File: config.mk
export PLATFORM = sky130hd
export DESIGN_NAME = serial_subtractor_ctrl
export DESIGN_NICKNAME = d
export VERILOG_FILES = /design/src/rtl/serial_subtractor_ctrl.sv
export SDC_FILE = /design/constraint.sdc
export NUM_CORES = 1
export LEC_CHECK = 0
export CORE_MARGIN = 3
export CORE_UTILIZATION = 46
export CTS_BUF_LIST = sky130_fd_sc_hd__clkbuf_16
export DETAILED_ROUTE_END_ITERATION = 8
export PLACE_DENSITY = 0.84
export SETUP_SLACK_MARGIN = 0.1
export SLEW_MARGIN = 20
export SYNTH_ARGS = -nofsm -noshare
export SYNTH_HDL_FRONTEND = slang
export SYNTH_SLANG_ARGS = --single-unit
export TNS_END_PERCENT = 50
File: constraint.sdc
create_clock -name clk -period 2.2 [get_ports clk]
set_clock_uncertainty 0.2 [all_clocks]
set_input_delay 0.44 -clock clk [delete_from_list [all_inputs] [get_ports clk]]
set_output_delay 0.44 -clock clk [all_outputs]
set_load 0.01 [all_outputs]
File: src/rtl/serial_subtractor_ctrl.sv
// Serial subtractor sequencer: D = A - B - BIN using one SLICE-bit slice, LSB slice first.
// Latency: WIDTH/SLICE RUN cycles after the accepting edge, then a one-cycle DONE pulse.
// Backpressure: start is only taken while ready=1; starts during RUN are dropped, abort cancels RUN.
module serial_subtractor_ctrl #(
   parameter int WIDTH = 16,
   parameter int SLICE = 4
) (
   input  logic             clk,
   input  logic             rst_n,
   input  logic             start,
   input  logic             abort,
   input  logic [WIDTH-1:0] a,
   input  logic [WIDTH-1:0] b,
   input  logic             bin,
   output logic             ready,
   output logic             busy,
   output logic             done,
   output logic [WIDTH-1:0] diff,
   output logic             bout,
   output logic             zero
);

   localparam int N  = WIDTH / SLICE;
   localparam int CW = (N > 1) ? $clog2(N) : 1;
   localparam logic [CW-1:0] LAST = CW'(N - 1);

   typedef enum logic [1:0] {S_IDLE, S_RUN, S_DONE} state_e;

   state_e           state_q, state_d;
   logic [CW-1:0]    cnt_q, cnt_d;
   logic [WIDTH-1:0] a_sh_q, a_sh_d;
   logic [WIDTH-1:0] b_sh_q, b_sh_d;
   logic [WIDTH-1:0] res_q, res_d;
   logic [WIDTH-1:0] diff_q, diff_d;
   logic             brw_q, brw_d;
   logic             bout_q, bout_d;
   logic             zero_q, zero_d;

   logic             accept;
   logic             step;
   logic [SLICE:0]   slice_res;
   logic             brw_n;
   logic [WIDTH-1:0] res_next;

   // An accepted start can arrive in IDLE or in the DONE cycle (back-to-back).
   assign accept = start && (state_q == S_IDLE || state_q == S_DONE);
   // A slice is consumed on every RUN edge unless the operation is being cancelled.
   assign step   = (state_q == S_RUN) && !abort;

   // One slice of the ripple subtractor; the extra MSB is the borrow out of this slice.
   assign slice_res = {1'b0, a_sh_q[SLICE-1:0]} - {1'b0, b_sh_q[SLICE-1:0]}
                      - {{SLICE{1'b0}}, brw_q};
   assign brw_n     = slice_res[SLICE];

   // New slice result enters the result shifter at the top, so after N slices it is aligned.
   generate
      if (N > 1) begin : g_multi
         assign res_next = {slice_res[SLICE-1:0], res_q[WIDTH-1:SLICE]};
      end else begin : g_single
         assign res_next = slice_res[SLICE-1:0];
      end
   endgenerate

   // State register.
   always_ff @(posedge clk or negedge rst_n) begin
      if (!rst_n) begin
         state_q <= S_IDLE;
      end else begin
         state_q <= state_d;
      end
   end

   // Next-state logic; abort outranks the last-slice exit.
   always_comb begin
      state_d = state_q;
      case (state_q)
         S_IDLE:  if (start) state_d = S_RUN;
         S_RUN: begin
            if (abort)               state_d = S_IDLE;
            else if (cnt_q == LAST)  state_d = S_DONE;
         end
         S_DONE:  state_d = start ? S_RUN : S_IDLE;
         default: state_d = S_IDLE;
      endcase
   end

   // Handshake outputs decoded from the current state.
   always_comb begin
      ready = (state_q == S_IDLE) || (state_q == S_DONE);
      busy  = (state_q == S_RUN);
      done  = (state_q == S_DONE);
   end

   // Datapath next-state: load on accept, shift per slice, publish results on the last slice.
   always_comb begin
      cnt_d  = cnt_q;
      a_sh_d = a_sh_q;
      b_sh_d = b_sh_q;
      brw_d  = brw_q;
      res_d  = res_q;
      diff_d = diff_q;
      bout_d = bout_q;
      zero_d = zero_q;
      if (accept) begin
         a_sh_d = a;
         b_sh_d = b;
         brw_d  = bin;
         cnt_d  = '0;
      end else if (step) begin
         a_sh_d = a_sh_q >> SLICE;
         b_sh_d = b_sh_q >> SLICE;
         brw_d  = brw_n;
         res_d  = res_next;
         cnt_d  = cnt_q + CW'(1);
         if (cnt_q == LAST) begin
            diff_d = res_next;
            bout_d = brw_n;
            zero_d = (res_next == '0);
         end
      end
   end

   // Datapath registers.
   always_ff @(posedge clk or negedge rst_n) begin
      if (!rst_n) begin
         cnt_q  <= '0;
         a_sh_q <= '0;
         b_sh_q <= '0;
         brw_q  <= 1'b0;
         res_q  <= '0;
         diff_q <= '0;
         bout_q <= 1'b0;
         zero_q <= 1'b0;
      end else begin
         cnt_q  <= cnt_d;
         a_sh_q <= a_sh_d;
         b_sh_q <= b_sh_d;
         brw_q  <= brw_d;
         res_q  <= res_d;
         diff_q <= diff_d;
         bout_q <= bout_d;
         zero_q <= zero_d;
      end
   end

   assign diff = diff_q;
   assign bout = bout_q;
   assign zero = zero_q;

endmodule

==> impl_results.md <==
* Final Wtd Congestion at 0.813
* Sequential power share at 0.374
* Crit path launch type: register
* Port Buffer Count at 57
* Post-Syn Area at 2890 um2
* CTS Sinks at 67
* Sequential cell area at 1680 um2
* CTS clk-pin slew, worst paths at 0.05 ns
* Total Routing Usage GR at 0.195
* Seq/Total Area, Yosys at 0.579
* Yosys cell types at 29
* Mapped Nets at 355
* Number of synthesized register bits at 67
* Nets at 421
* Final worst-path cycle share at 0.996
* Iteration-0 DRC Markers at 92
* Post-Route Utilization at 0.656
* Cells on worst reg2reg path at 8
* Fin area at 3930 um2
* Maximum number of pins on one net before global-route repair at 68
* H-Tree Depth at 3
* Status: complete, no violations
* Synth Instances at 309
* Initial antenna violation count at 0
* Worst Path Required at 2.21 ns
* Drt wl/cell at 13.9 um
* Clock root buffer: clkbuf_16
* TritonCTS clock tree: built
* CTS Buffer Depth at 2
* Critical path class: register to register
* Final setup vio count at 0
* Lkg Pwr at 1.94 nW
* Crit path to: zero$_DFFE_PN0P_
* Area of the multi-input gates at 1170 um2
* Number of iterations in the first detailed-routing pass at 4
* Reg-to-Reg Start: b_sh_q[0]$_DFFE_PN0P_
* Fmax at 457 MHz
* Clk pwr share at 0.226
* Via density per instance at 5.15
* Final wirelength at 6.35 mm
* Crit end category: register
* Post-synthesis adder-cell area fraction at 0.0441
* First-pass GRT wire length at 11.0 mm
* Inserted Clock Buffers at 9
* Detail Route Antenna Nets at 0
* Peak VDD IR at 0.000764 V
* Combinational group share of total power at 0.400
* RSZ-0062 raised after global routing: yes
* Syn avg cell area at 9.37 um2
* P_int at 3.58 mW
* Die Ht at 85.3 um
* Slew @ Worst Pin at 0.752 ns
* Worst setup path startpoint: b_sh_q[0]$_DFFE_PN0P_
* Initial Util at 0.483
* Vias at 2344
* YS warnings at 0
* Area grow syn2layout at 35.8%
* PD cells at 1400 nW/um2
* Largest family of logic cells by synthesized area: simple AND/OR/NAND/NOR gates
* Max Cap Viol at 0
* Fill cell total of the finished layout at 482
* Min cycle time layout at 2.19 ns
* Post-Place Setup Slack at -0.0127 ns
* Hold WC Path Type: register to register
* Reg-to-reg critical path endpoint: zero$_DFFE_PN0P_
* Remaining DRCs at 0
* Row count at 28
* Headroom to the max-slew limit at 0.498
* Final Hold Vio Count at 0
* Area after DPL at 3580 um2
* Ant diodes at 0
* Ports at 58
* Complex-gate fraction of the synthesized area at 0.0908
* DP Wirelength at 4.37 mm
* Synth Area in Simple Gates at 0.234
* Setup WS post-layout at 0.00957 ns
* Worst-path maximum fanout at 3
* Sw power at 1.91 mW
* XOR/XNOR Fraction of Synth Area at 0.0121
* Chip Width at 85.3 um
* Congestion Overflow GR at 0
* Share of layout cells above drive strength 1 at 0.124
* Mux cell area share after synthesis at 0
* Reg2reg setup slack at 0.01 ns
* DIE AREA at 7280 um2
* Vias in the first global route at 2411
* Count of final max-slew check failures at 0
* Worst Path Arrival at 2.20 ns
* Switching Share at 0.348
* Core Footprint at 5990 um2
* WHS Path Cells at 2
* Clock latency on the worst-skew pair at 0.33 ns
-- worst max-delay path: stages (launching register included) --
cell and delay, ns:
dfrtp_1 0.33, inv_2 0.05, fa_2 0.59, inv_2 0.05, ha_4 0.15, o21ai_2 0.12, nand3b_1 0.14, xnor2_2 0.19
a31o_2 0.25
-- layer usage --
metal	GRT usage	part of all wire	up-vias
li1	-	-	1146
met1	0.229	0.40	1109
met2	0.335	0.52	77
met3	0.0699	0.059	12
met4	0.0604	0.018	0
met5	0	0	-
-- registers in the layout (all words and copies together) (netlist names) --
| name | flops |
|---|---|
| a_sh_q | 16 |
| b_sh_q | 16 |
| diff | 16 |
| res_q | 12 |
| cnt_q | 2 |
| state_q | 2 |
| bout | 1 |
| brw_q | 1 |
| zero | 1 |
-- power by group through the flow --
stage          Sequential (mW)  Combinational (mW)  Clock, mW
6_report                  2.05                2.19       1.24
5_1_grt                   2.12                2.44       1.33
4_1_cts                   2.05                2.03       1.27
3_5_place_dp              2.06                1.90          0
3_3_place_gp              2.04                1.81          0
2_1_floorplan             2.05                1.11          0
-- cell usage in the layout, fill, tap and decap left out, drive strengths merged, types with 2 or more instances in the layout --
master and count:
xnor2 4, ha 7, a31oi 4, clkinv 3
nand2b 2, inv 12, nand3 10, clkinvlp 2
o21ai 9, nand2 130, clkdlybuf4s50 54, fa 2
a22oi 16, nor2 8, dfrtp 67, nor4 3
a21oi 5, clkbuf 9, o22ai 3, nor3 3
a221o 2, nor2b 3, buf 14
-- stage by stage --
stage | instances | hold WS (ns) | power (mW) | TNS [ns]
after global routing | 455 | 0.299 | 5.89 | -0.123
after CTS | 454 | 0.276 | 5.34 | 0
after global placement | 436 | 0.256 | 3.86 | 0
after detailed placement | 436 | 0.262 | 3.96 | -0.0186
after floorplan | 309 | -0.0556 | 3.15 | 0
final | 455 | 0.270 | 5.48 | 0
-- cells by family after synthesis --
| kind of cell | Yosys count |
|---|---|
| adder cells (fa/ha/maj) | 9 |
| flip-flops | 67 |
| XOR/XNOR | 4 |
| AO/OA/AOI/OAI | 40 |
| buffers and inverters | 26 |
| AND/OR/NAND/NOR | 163 |
-- cell usage after synthesis --
master,count,area [um2]
or4_1,1,7.51
inv_1,9,33.8
a31oi_1,4,25.0
o21ai_0,9,45.0
and2_0,1,6.26
nor4_1,3,18.8
o22ai_1,3,18.8
nand3_1,10,50.1
ha_1,7,87.6
inv_2,1,3.75
fa_1,2,40.0
nand2_1,129,484
xnor2_1,4,35.0
a31o_2,1,8.76
nor3b_4,1,18.8
nor2b_1,3,18.8
nand2_2,1,6.26
buf_2,7,35.0
nor3_1,3,15.0
a22oi_1,16,120
a221o_1,2,20.0
a21oi_1,5,25.0
dfrtp_1,67,1680
nor2_2,1,6.26
nand3b_1,1,7.51
buf_4,2,15.0
nor2_1,7,26.3
nand2b_1,2,12.5
clkbuf_1,7,26.3
-- timing repair --
action | 4_1_cts | 5_1_grt
pin swaps | 3 | 4
setup buffers | 1 | 1
hold endpoints to repair | 67 | 0
endpoints found under the setup margin | 6 | 6
resized for setup | 7 | 9
hold buffers | 1 | 0
-- worst min-delay path by stage --
stage                                     start                     to  slack (ns)
after global placement      diff[3]$_DFFE_PN0P_    diff[3]$_DFFE_PN0P_        0.26
after detailed placement    diff[3]$_DFFE_PN0P_    diff[3]$_DFFE_PN0P_        0.26
after floorplan                           rst_n  a_sh_q[0]$_DFFE_PN0P_       -0.06
after CTS                   diff[3]$_DFFE_PN0P_    diff[3]$_DFFE_PN0P_        0.28
after global routing      a_sh_q[5]$_DFFE_PN0P_  a_sh_q[5]$_DFFE_PN0P_        0.30
final                       diff[3]$_DFFE_PN0P_    diff[3]$_DFFE_PN0P_        0.27
-- cell type report --
type | count | area share
flip-flops and latches | 67 | 0.427
multi-input cells | 216 | 0.298
repair buffers | 71 | 0.175
clock buffers | 9 | 0.0573
well taps | 75 | 0.0239
clock inverters | 7 | 0.00955
inverters | 10 | 0.00955
(Power assumes the default switching activity.)
